File: src/rtl/rv_opfetch_stage.sv
// Operand-fetch/issue stage: one entry register between decode and ALU2. Operands resolve through a
// priority bypass network, and the stage stalls while a matching producer's result is still pending.
module rv_opfetch_stage #(
  parameter int XLEN   = 32,
  parameter int NBP    = 4,
  parameter int CTRL_W = 16,
  parameter int CNT_W  = 16
) (
  input  logic                 i_clk,
  input  logic                 i_reset_n,
  input  logic                 i_flush,
  input  logic                 i_valid,
  output logic                 o_ready,
  input  logic [4:0]           i_rs1,
  input  logic [4:0]           i_rs2,
  input  logic [4:0]           i_rd,
  input  logic [XLEN-1:0]      i_reg1_data,
  input  logic [XLEN-1:0]      i_reg2_data,
  input  logic [XLEN-1:0]      i_pc,
  input  logic [XLEN-1:0]      i_imm,
  input  logic                 i_op1_pc,
  input  logic                 i_op2_imm,
  input  logic [CTRL_W-1:0]    i_ctrl,
  input  logic [NBP-1:0]       i_bp_valid,
  input  logic [NBP-1:0]       i_bp_ready,
  input  logic [5*NBP-1:0]     i_bp_rd,
  input  logic [XLEN*NBP-1:0]  i_bp_data,
  output logic                 o_valid,
  input  logic                 i_ready,
  output logic [XLEN-1:0]      o_op1,
  output logic [XLEN-1:0]      o_op2,
  output logic [XLEN-1:0]      o_rs2_data,
  output logic [XLEN-1:0]      o_rs1_data,
  output logic [XLEN-1:0]      o_pc,
  output logic [XLEN-1:0]      o_imm,
  output logic [4:0]           o_rd,
  output logic [CTRL_W-1:0]    o_ctrl,
  output logic [CNT_W-1:0]     o_stall_cnt
);

  logic              full_q;
  logic [4:0]        rs1_q, rs2_q, rd_q;
  logic [XLEN-1:0]   pc_q, imm_q, d1_q, d2_q;
  logic              op1_pc_q, op2_imm_q;
  logic [CTRL_W-1:0] ctrl_q;
  logic [CNT_W-1:0]  stall_cnt_q;

  logic              m1, m2, r1, r2;
  logic [XLEN-1:0]   b1, b2;
  logic              hazard1, hazard2;
  logic [XLEN-1:0]   val1, val2;
  logic              consume, load, stall_inc;

  // Priority match: scan youngest-last so the lowest index overwrites older matches.
  always_comb begin
    m1 = 1'b0;
    r1 = 1'b0;
    b1 = '0;
    m2 = 1'b0;
    r2 = 1'b0;
    b2 = '0;
    for (int n = NBP - 1; n >= 0; n--) begin
      if (i_bp_valid[n] && (i_bp_rd[5*n +: 5] == rs1_q)) begin
        m1 = 1'b1;
        r1 = i_bp_ready[n];
        b1 = i_bp_data[XLEN*n +: XLEN];
      end
      if (i_bp_valid[n] && (i_bp_rd[5*n +: 5] == rs2_q)) begin
        m2 = 1'b1;
        r2 = i_bp_ready[n];
        b2 = i_bp_data[XLEN*n +: XLEN];
      end
    end
  end

  assign hazard1 = (rs1_q != 5'd0) && m1 && !r1;
  assign hazard2 = (rs2_q != 5'd0) && m2 && !r2;
  assign val1    = (rs1_q == 5'd0) ? '0 : ((m1 && r1) ? b1 : d1_q);
  assign val2    = (rs2_q == 5'd0) ? '0 : ((m2 && r2) ? b2 : d2_q);

  // Handshake: a transfer happens on a clock edge where valid and ready are both high. o_valid never
  // depends on i_ready. o_ready may depend on i_ready, so a drained entry refills in the same cycle.
  assign o_valid   = full_q && !hazard1 && !hazard2;
  assign o_ready   = !full_q || (o_valid && i_ready);
  assign consume   = o_valid && i_ready;
  assign load      = i_valid && o_ready && !i_flush;
  assign stall_inc = full_q && (hazard1 || hazard2) && !i_flush;

  assign o_op1       = op1_pc_q ? pc_q : val1;
  assign o_op2       = op2_imm_q ? imm_q : val2;
  assign o_rs1_data  = val1;
  assign o_rs2_data  = val2;
  assign o_pc        = pc_q;
  assign o_imm       = imm_q;
  assign o_rd        = rd_q;
  assign o_ctrl      = ctrl_q;
  assign o_stall_cnt = stall_cnt_q;

  always_ff @(posedge i_clk) begin
    if (!i_reset_n) begin
      full_q      <= 1'b0;
      rs1_q       <= '0;
      rs2_q       <= '0;
      rd_q        <= '0;
      pc_q        <= '0;
      imm_q       <= '0;
      d1_q        <= '0;
      d2_q        <= '0;
      op1_pc_q    <= 1'b0;
      op2_imm_q   <= 1'b0;
      ctrl_q      <= '0;
      stall_cnt_q <= '0;
    end else begin
      if (i_flush) begin
        full_q <= 1'b0;
        rd_q   <= '0;
        ctrl_q <= '0;
      end else if (load) begin
        full_q    <= 1'b1;
        rs1_q     <= i_rs1;
        rs2_q     <= i_rs2;
        rd_q      <= i_rd;
        pc_q      <= i_pc;
        imm_q     <= i_imm;
        d1_q      <= i_reg1_data;
        d2_q      <= i_reg2_data;
        op1_pc_q  <= i_op1_pc;
        op2_imm_q <= i_op2_imm;
        ctrl_q    <= i_ctrl;
      end else if (consume) begin
        full_q <= 1'b0;
      end else if (full_q) begin
        // Capture forwarded values while held so a producer retiring past the last source is not lost.
        if (m1 && r1) d1_q <= b1;
        if (m2 && r2) d2_q <= b2;
      end
      if (stall_inc && (stall_cnt_q != {CNT_W{1'b1}})) begin
        stall_cnt_q <= stall_cnt_q + CNT_W'(1);
      end
    end
  end

endmodule

File: config.mk
export PLATFORM = sky130hd
export DESIGN_NAME = rv_opfetch_stage
export DESIGN_NICKNAME = d
export VERILOG_FILES = /design/src/rtl/rv_opfetch_stage.sv
export SDC_FILE = /design/constraint.sdc
export NUM_CORES = 1
export LEC_CHECK = 0
export CORE_AREA = 3 3 217 219
export CTS_CLUSTER_SIZE = 30
export DETAILED_ROUTE_END_ITERATION = 10
export DIE_AREA = 0 0 220 222
export GPL_ROUTABILITY_DRIVEN = 0
export PLACE_DENSITY = 0.55
export SYNTH_ARGS = -nofsm -noshare
export SYNTH_HDL_FRONTEND = slang
export SYNTH_SLANG_ARGS = --single-unit
File: constraint.sdc
create_clock -name i_clk -period 13.7 [get_ports i_clk]
set_input_delay 4.11 -clock i_clk [delete_from_list [all_inputs] [get_ports i_clk]]
set_output_delay 4.11 -clock i_clk [all_outputs]
set_load 0.02 [all_outputs]
==> out/qor.csv, run 1 <==
stage,metric,value,unit
run_status,status,"finished, final reports clean",
die,die area,48800,um^2
power,Max rail drop VDD,0.0690,mV
synth,number of synthesis warnings,0,
detailed_routing,# DRC,0,
clocking,root cell of the clock tree,sky130_fd_sc_hd__clkbuf_16,
cells_and_area,"commonest non-fill, non-tap cell in the layout",sky130_fd_sc_hd__clkdlybuf4s50_1,
cells_and_area,Final Net Count,2372,
cells_and_area,proportion of layout cells with a drive suffix above 1,6.06,%
sta,transition time at the pin with the least slew margin,1.18,ns
synth,fraction of the yosys area taken by sequential cells,28.2,%
sta,number of pins with negative max-slew slack in the final report,0,
sta,final hold viol count,0,
die,number of top-level pins,553,
detailed_routing,antenna-violating nets left,0,
clocking,CTS tree,yes,
die,width of the die,220,um
sta,Max Fclk,0.0803,GHz
placed_design,DPL Wire Length,47600,um
clocking,setup fix buffers added after clock tree synthesis,0,
clocking,count of instances resized after the clock tree is built,0,
flow_run,max capacitance violation total,0,
global_route,first-pass GRT wire length,95800,um
placed_design,DP Worst Slack,1.30,ns
synth,number of distinct library cells after synthesis,48,
power,pwr/cell area,81.6,nW/um^2
die,core region area,45300,um^2
sta,min Tclk post-route,12.45,ns
synth,"Top FF cell, synth",sky130_fd_sc_hd__dfxtp_1,
sta,final clock period utilization by the worst path,90.9,%
global_route,remaining global-route overflow,0,
die,initial core utilization,27.9,%
sta,minimum hold slack,0.454,ns
power,leakage power,6.42,nW
clocking,TritonCTS Buffers,17,
setup_path,FF-to-FF Start,rs1_q[4]$_SDFFE_PN0P_,
hold_path,type of the worst min-delay path,flip-flop to flip-flop,
setup_path,Critical Path Fanout Max,34,
sta,Total Neg Setup Slack,0,ns
synth,post-synthesis instance area,12600,um^2
die,die boundary height,222,um
setup_path,critical path launch point type,input pin,
global_route,maximum number of pins on one net before global-route repair,86,
hold_path,Worst Hold Launch,d2_q[26]$_SDFFE_PN0P_,
sta,final setup slack of the worst path,1.25,ns
placed_design,buffers added on ports,552,
setup_path,Crit Path Category,input pin to output port,
synth,Post-synth ARST share,0,%
synth,Syn Nets,1963,
setup_path,data required time at the worst endpoint,9.59,ns
detailed_routing,via count,14750,
setup_path,reg-to-reg endpoint,o_imm[28]$_SDFFE_PN0P_,
cells_and_area,number of fill cells in the layout,4607,
synth,number of synthesized flops with an enable pin,0,
detailed_routing,1st-iter DRT viols,1361,
placed_design,placed cell areas,18500,um^2
hold_path,worst min-delay path endpoint,d2_q[26]$_SDFFE_PN0P_,
clocking,Clock Latency Late Sink,0.50,ns
global_route,overall routing resource usage,26.1,%
global_route,vias in the first global route,13962,
sta,clock tree skew after final layout,0.0131,ns
detailed_routing,detail-routed net length per standard cell,24.6,um
clocking,CTS sink cnt,178,
die,number of rows created at floorplan,78,
hold_path,cell depth of the worst hold path,2,
setup_path,crit path DAT,8.34,ns
synth,synthesized netlist cell count,1640,
clocking,Post-CTS Hold Fix Bufs,0,
cells_and_area,highest-count cells in the layout ignoring fill and taps,"sky130_fd_sc_hd__clkdlybuf4s50_1, sky130_fd_sc_hd__nand2_1, sky130_fd_sc_hd__dfxtp_1",
detailed_routing,total detailed-routing wirelength,65700,um
global_route,antenna violations before repair,11,
detailed_routing,average via count per standard cell,5.52,
clocking,number of H-tree levels,4,
setup_path,endpoint kind of the worst setup timing path,output port,
synth,Avg Synthesized Cell Area,7.70,um^2
sta,number of setup violations in the final report,0,
setup_path,worst reg2reg setup slack,8.95,ns
cells_and_area,area added between synthesis and finish,51.3,%
sta,Slew HR,21.4,%
detailed_routing,number of detailed-route iterations in the first pass,5,
setup_path,r2r worst-path depth,12,
cells_and_area,"final std cell area, no fill",19100,um^2
clocking,clock slew at reported path FFs,0.07,ns
sta,RSZ-0062 raised after global routing,no,
synth,count of state elements after synthesis,178,
clocking,clock buffer depth,2,
## sequential cells by signal (all words and copies together) (netlist names)
signal and flops:
d1_q 32, d2_q 32, full_q 1, o_ctrl 16, o_imm 32, o_pc 32, o_rd 5, o_stall_cnt 16
op1_pc_q 1, op2_imm_q 1, rs1_q 5, rs2_q 5
## worst max-delay path, stage by stage
cell                              delay, ns
sky130_fd_sc_hd__clkdlybuf4s50_1       0.45
sky130_fd_sc_hd__xor2_1                0.16
sky130_fd_sc_hd__nor4_1                0.45
sky130_fd_sc_hd__and3_2                0.27
sky130_fd_sc_hd__buf_4                 0.40
sky130_fd_sc_hd__a2111o_1              0.20
sky130_fd_sc_hd__o21ai_0               0.17
sky130_fd_sc_hd__o22a_1                0.25
sky130_fd_sc_hd__buf_4                 0.23
sky130_fd_sc_hd__a21oi_2               0.89
sky130_fd_sc_hd__inv_1                 0.15
sky130_fd_sc_hd__clkdlybuf4s50_1       0.60
## logic make-up (layout without fill, tap and decap cells)
group | Yosys count | in the layout | share of synthesized area (%)
simple gates | 610 | 610 | 24.6
compound gates | 406 | 406 | 24.7
buf+inv | 262 | 684 | 8.23
flops | 178 | 178 | 28.2
mux | 143 | 143 | 11.3
xor+xnor | 40 | 40 | 2.77
fa+ha+maj | 1 | 1 | 0.0991
other cells | 0 | 10 | 0
## power by group
part           internal, mW  switching (mW)  total [mW]
sequential            0.546          0.0218       0.567
clock                 0.279           0.257       0.536
combinational         0.209           0.248       0.456
## synth_stat cells (all sizes together) (9+ instances only)
cell type,number,area [um^2]
xnor2,14,123
and2,33,206
a221oi,64,561
dfxtp,178,3560
and3,9,56.3
nor2,74,278
o31ai,97,728
a21oi,15,75.1
mux2i,143,1430
buf,40,206
nand2,317,1190
o21ai,134,678
nand3,9,45.0
inv,67,251
or4,14,105
a2111oi,65,800
o311ai,21,184
nor4,68,432
xor2,26,228
clkbuf,154,578
and4b,64,641
## cell type report
| type | instances | area [um^2] | area share, % |
|---|---|---|---|
| sequential | 178 | 3570 | 18.7 |
| tap | 600 | 751 | 3.93 |
| clock inverter | 14 | 166 | 0.871 |
| timing repair buffer | 584 | 5760 | 30.1 |
| multi-input combinational | 1200 | 8150 | 42.6 |
| inverter | 68 | 258 | 1.35 |
| clock buffer | 18 | 439 | 2.30 |
| antenna | 10 | 25.0 | 0.131 |
## through the flow
stage	cells	util [%]	total power, mW
after floorplan	1640	-	0.791
after global placement	2630	40.8	1.03
after detailed placement	2630	40.8	1.03
after CTS	2662	42.2	1.58
after global routing	2671	42.2	1.62
final	2672	42.2	1.56
## layer usage
layer  track usage (%)  part of all wire (%)  wire (um)
met1              32.2                    40      26500
met2              44.6                    50      32800
met3              5.92                   7.2       4710
met4              8.45                   2.7       1750
met5                 0                 0.035         23
## worst max path at each step
stage                    to  cells past startpoint   startpoint  slack (ns)
finish              o_ready                     12   i_bp_rd[8]        1.25
global route        o_ready                     11  i_bp_rd[13]         1.0
CTS                 o_ready                     11  i_bp_rd[13]        1.27
detailed placement  o_ready                     11  i_bp_rd[13]        1.30
global placement    o_ready                     11  i_bp_rd[13]        1.36
floorplan           o_valid                     10   i_bp_rd[8]        3.36
No activity file was read; power rests on OpenSTA's default activity.
==> inputs of run 2 (changes only) <==
--- a/config.mk
+++ b/config.mk
@@ -11,6 +11,7 @@
 export DIE_AREA = 0 0 220 222
 export GPL_ROUTABILITY_DRIVEN = 0
 export PLACE_DENSITY = 0.55
+export RECOVER_POWER = 50
 export SYNTH_ARGS = -nofsm -noshare
 export SYNTH_HDL_FRONTEND = slang
 export SYNTH_SLANG_ARGS = --single-unit
==> out/qor.csv, run 2 (synthesized netlist as in run 1, its figures left out) <==
stage,metric,value,unit
power,leakage power,6.68,nW
setup_path,crit path DAT,8.82,ns
power,pwr/cell area,81.8,nW/um^2
sta,RSZ-0062 raised after global routing,no,
cells_and_area,"final std cell area, no fill",18900,um^2
detailed_routing,1st-iter DRT viols,1427,
power,design internal power,1.02,mW
power,Clock power frac,34.7,%
clocking,clock slew at reported path FFs,0.07,ns
clocking,clock buffer depth,2,
sta,Max Fclk,0.0774,GHz
clocking,CTS tree,yes,
global_route,vias in the first global route,13962,
clocking,TritonCTS Buffers,17,
setup_path,worst reg2reg setup slack,6.41,ns
cells_and_area,highest-count cells in the layout ignoring fill and taps,"sky130_fd_sc_hd__clkdlybuf4s50_1, sky130_fd_sc_hd__nand2_1, sky130_fd_sc_hd__dfxtp_1",
die,die area,48800,um^2
run_status,failing checks,"capacitance limit, slew limit",
sta,transition time at the pin with the least slew margin,3.22,ns
detailed_routing,number of detailed-route iterations in the first pass,8,
sta,min Tclk post-route,12.93,ns
detailed_routing,via count,14790,
hold_path,type of the worst min-delay path,flip-flop to flip-flop,
global_route,antenna violations before repair,11,
power,fraction of power consumed by sequential logic,36.7,%
power,switching share of power,33.7,%
sta,final setup slack of the worst path,0.774,ns
setup_path,Crit Path Category,input pin to output port,
cells_and_area,"commonest non-fill, non-tap cell in the layout",sky130_fd_sc_hd__clkdlybuf4s50_1,
clocking,Clock Latency Late Sink,0.50,ns
global_route,remaining global-route overflow,0,
setup_path,endpoint kind of the worst setup timing path,output port,
placed_design,DPL Wire Length,47600,um
cells_and_area,number of fill cells in the layout,4672,
placed_design,buffers added on ports,552,
setup_path,critical path launch point type,input pin,
global_route,overall routing resource usage,26.1,%
clocking,Post-CTS Hold Fix Bufs,0,
die,core region area,45300,um^2
clocking,CTS sink cnt,178,
clocking,count of instances resized after the clock tree is built,0,
detailed_routing,antenna-violating nets left,0,
detailed_routing,detail-routed net length per standard cell,24.6,um
placed_design,DP Worst Slack,1.30,ns
cells_and_area,Final Net Count,2372,
flow_run,max capacitance violation total,4,
setup_path,data required time at the worst endpoint,9.59,ns
detailed_routing,# DRC,0,
die,initial core utilization,27.9,%
clocking,root cell of the clock tree,sky130_fd_sc_hd__clkbuf_16,
sta,clock tree skew after final layout,0.0110,ns
sta,number of pins with negative max-slew slack in the final report,164,
die,width of the die,220,um
die,number of top-level pins,553,
clocking,setup fix buffers added after clock tree synthesis,0,
sta,Slew HR,-114,%
cells_and_area,area added between synthesis and finish,49.7,%
power,Max rail drop VDD,0.0713,mV
sta,final clock period utilization by the worst path,94.4,%
power,logic gate share of total power,28.6,%
sta,number of setup violations in the final report,0,
sta,Total Neg Setup Slack,0,ns
power,Switching Power,0.521,mW
clocking,number of H-tree levels,4,
global_route,maximum number of pins on one net before global-route repair,86,
setup_path,Critical Path Fanout Max,33,
detailed_routing,total detailed-routing wirelength,65700,um
placed_design,placed cell areas,18500,um^2
sta,final hold viol count,0,
die,die boundary height,222,um
run_status,status,"finished, violations left",
cells_and_area,proportion of layout cells with a drive suffix above 1,4.46,%
die,number of rows created at floorplan,78,
detailed_routing,average via count per standard cell,5.54,
global_route,first-pass GRT wire length,95800,um
run 2: cell type report:
class	count	area [um^2]	area share [%]
Multi-Input combinational cell	1200	7940	42.0
Tap cell	600	751	3.97
Inverter	68	258	1.36
Clock inverter	14	166	0.880
Antenna cell	10	25.0	0.132
Clock buffer	18	439	2.32
Timing Repair Buffer	584	5750	30.4
Sequential cell	178	3570	18.9
run 2: worst paths after layout:
path	from	end	cells after the start
setup / recovery	i_bp_rd[13]	o_ready	11
hold / removal	d2_q[26]$_SDFFE_PN0P_	d2_q[26]$_SDFFE_PN0P_	2
setup reg to reg	rs1_q[4]$_SDFFE_PN0P_	o_pc[24]$_SDFFE_PN0P_	12
hold reg to reg	d2_q[26]$_SDFFE_PN0P_	d2_q[26]$_SDFFE_PN0P_	2
run 2: power by group through the flow:
stage	Sequential [mW]	Clock, mW	Combinational, mW
floorplan	0.585	0	0.207
global placement	0.578	0	0.452
detailed placement	0.579	0	0.454
CTS	0.567	0.553	0.456
global route	0.570	0.570	0.470
finish	0.567	0.537	0.442
run 2: critical path, cell delays in order:
cell	delay (ns)
sky130_fd_sc_hd__clkdlybuf4s50_1	0.46
sky130_fd_sc_hd__xor2_1	0.17
sky130_fd_sc_hd__nor3_2	0.34
sky130_fd_sc_hd__and3_1	1.24
sky130_fd_sc_hd__a2111o_1	0.19
sky130_fd_sc_hd__o21ai_0	0.17
sky130_fd_sc_hd__o22a_1	0.25
sky130_fd_sc_hd__buf_4	0.23
sky130_fd_sc_hd__a21oi_2	0.90
sky130_fd_sc_hd__inv_1	0.15
sky130_fd_sc_hd__clkdlybuf4s50_1	0.60
run 2: stage by stage:
step	hold WS, ns	total power [mW]	util [%]	cells
after global placement	0.437	1.03	40.8	2630
after detailed placement	0.442	1.03	40.8	2630
after CTS	0.453	1.58	42.2	2662
after floorplan	0.432	0.791	-	1640
final	0.451	1.55	41.7	2672
after global routing	0.473	1.61	41.7	2671
run 2: layer usage:
metal	share of wire [%]	vias to the layer above	track usage, %	wire length (um)
li1	-	6882	-	-
met1	41	7144	32.2	26700
met2	50	662	44.6	32600
met3	7.0	98	5.92	4580
met4	2.8	4	8.45	1850
met5	0.035	-	0	23
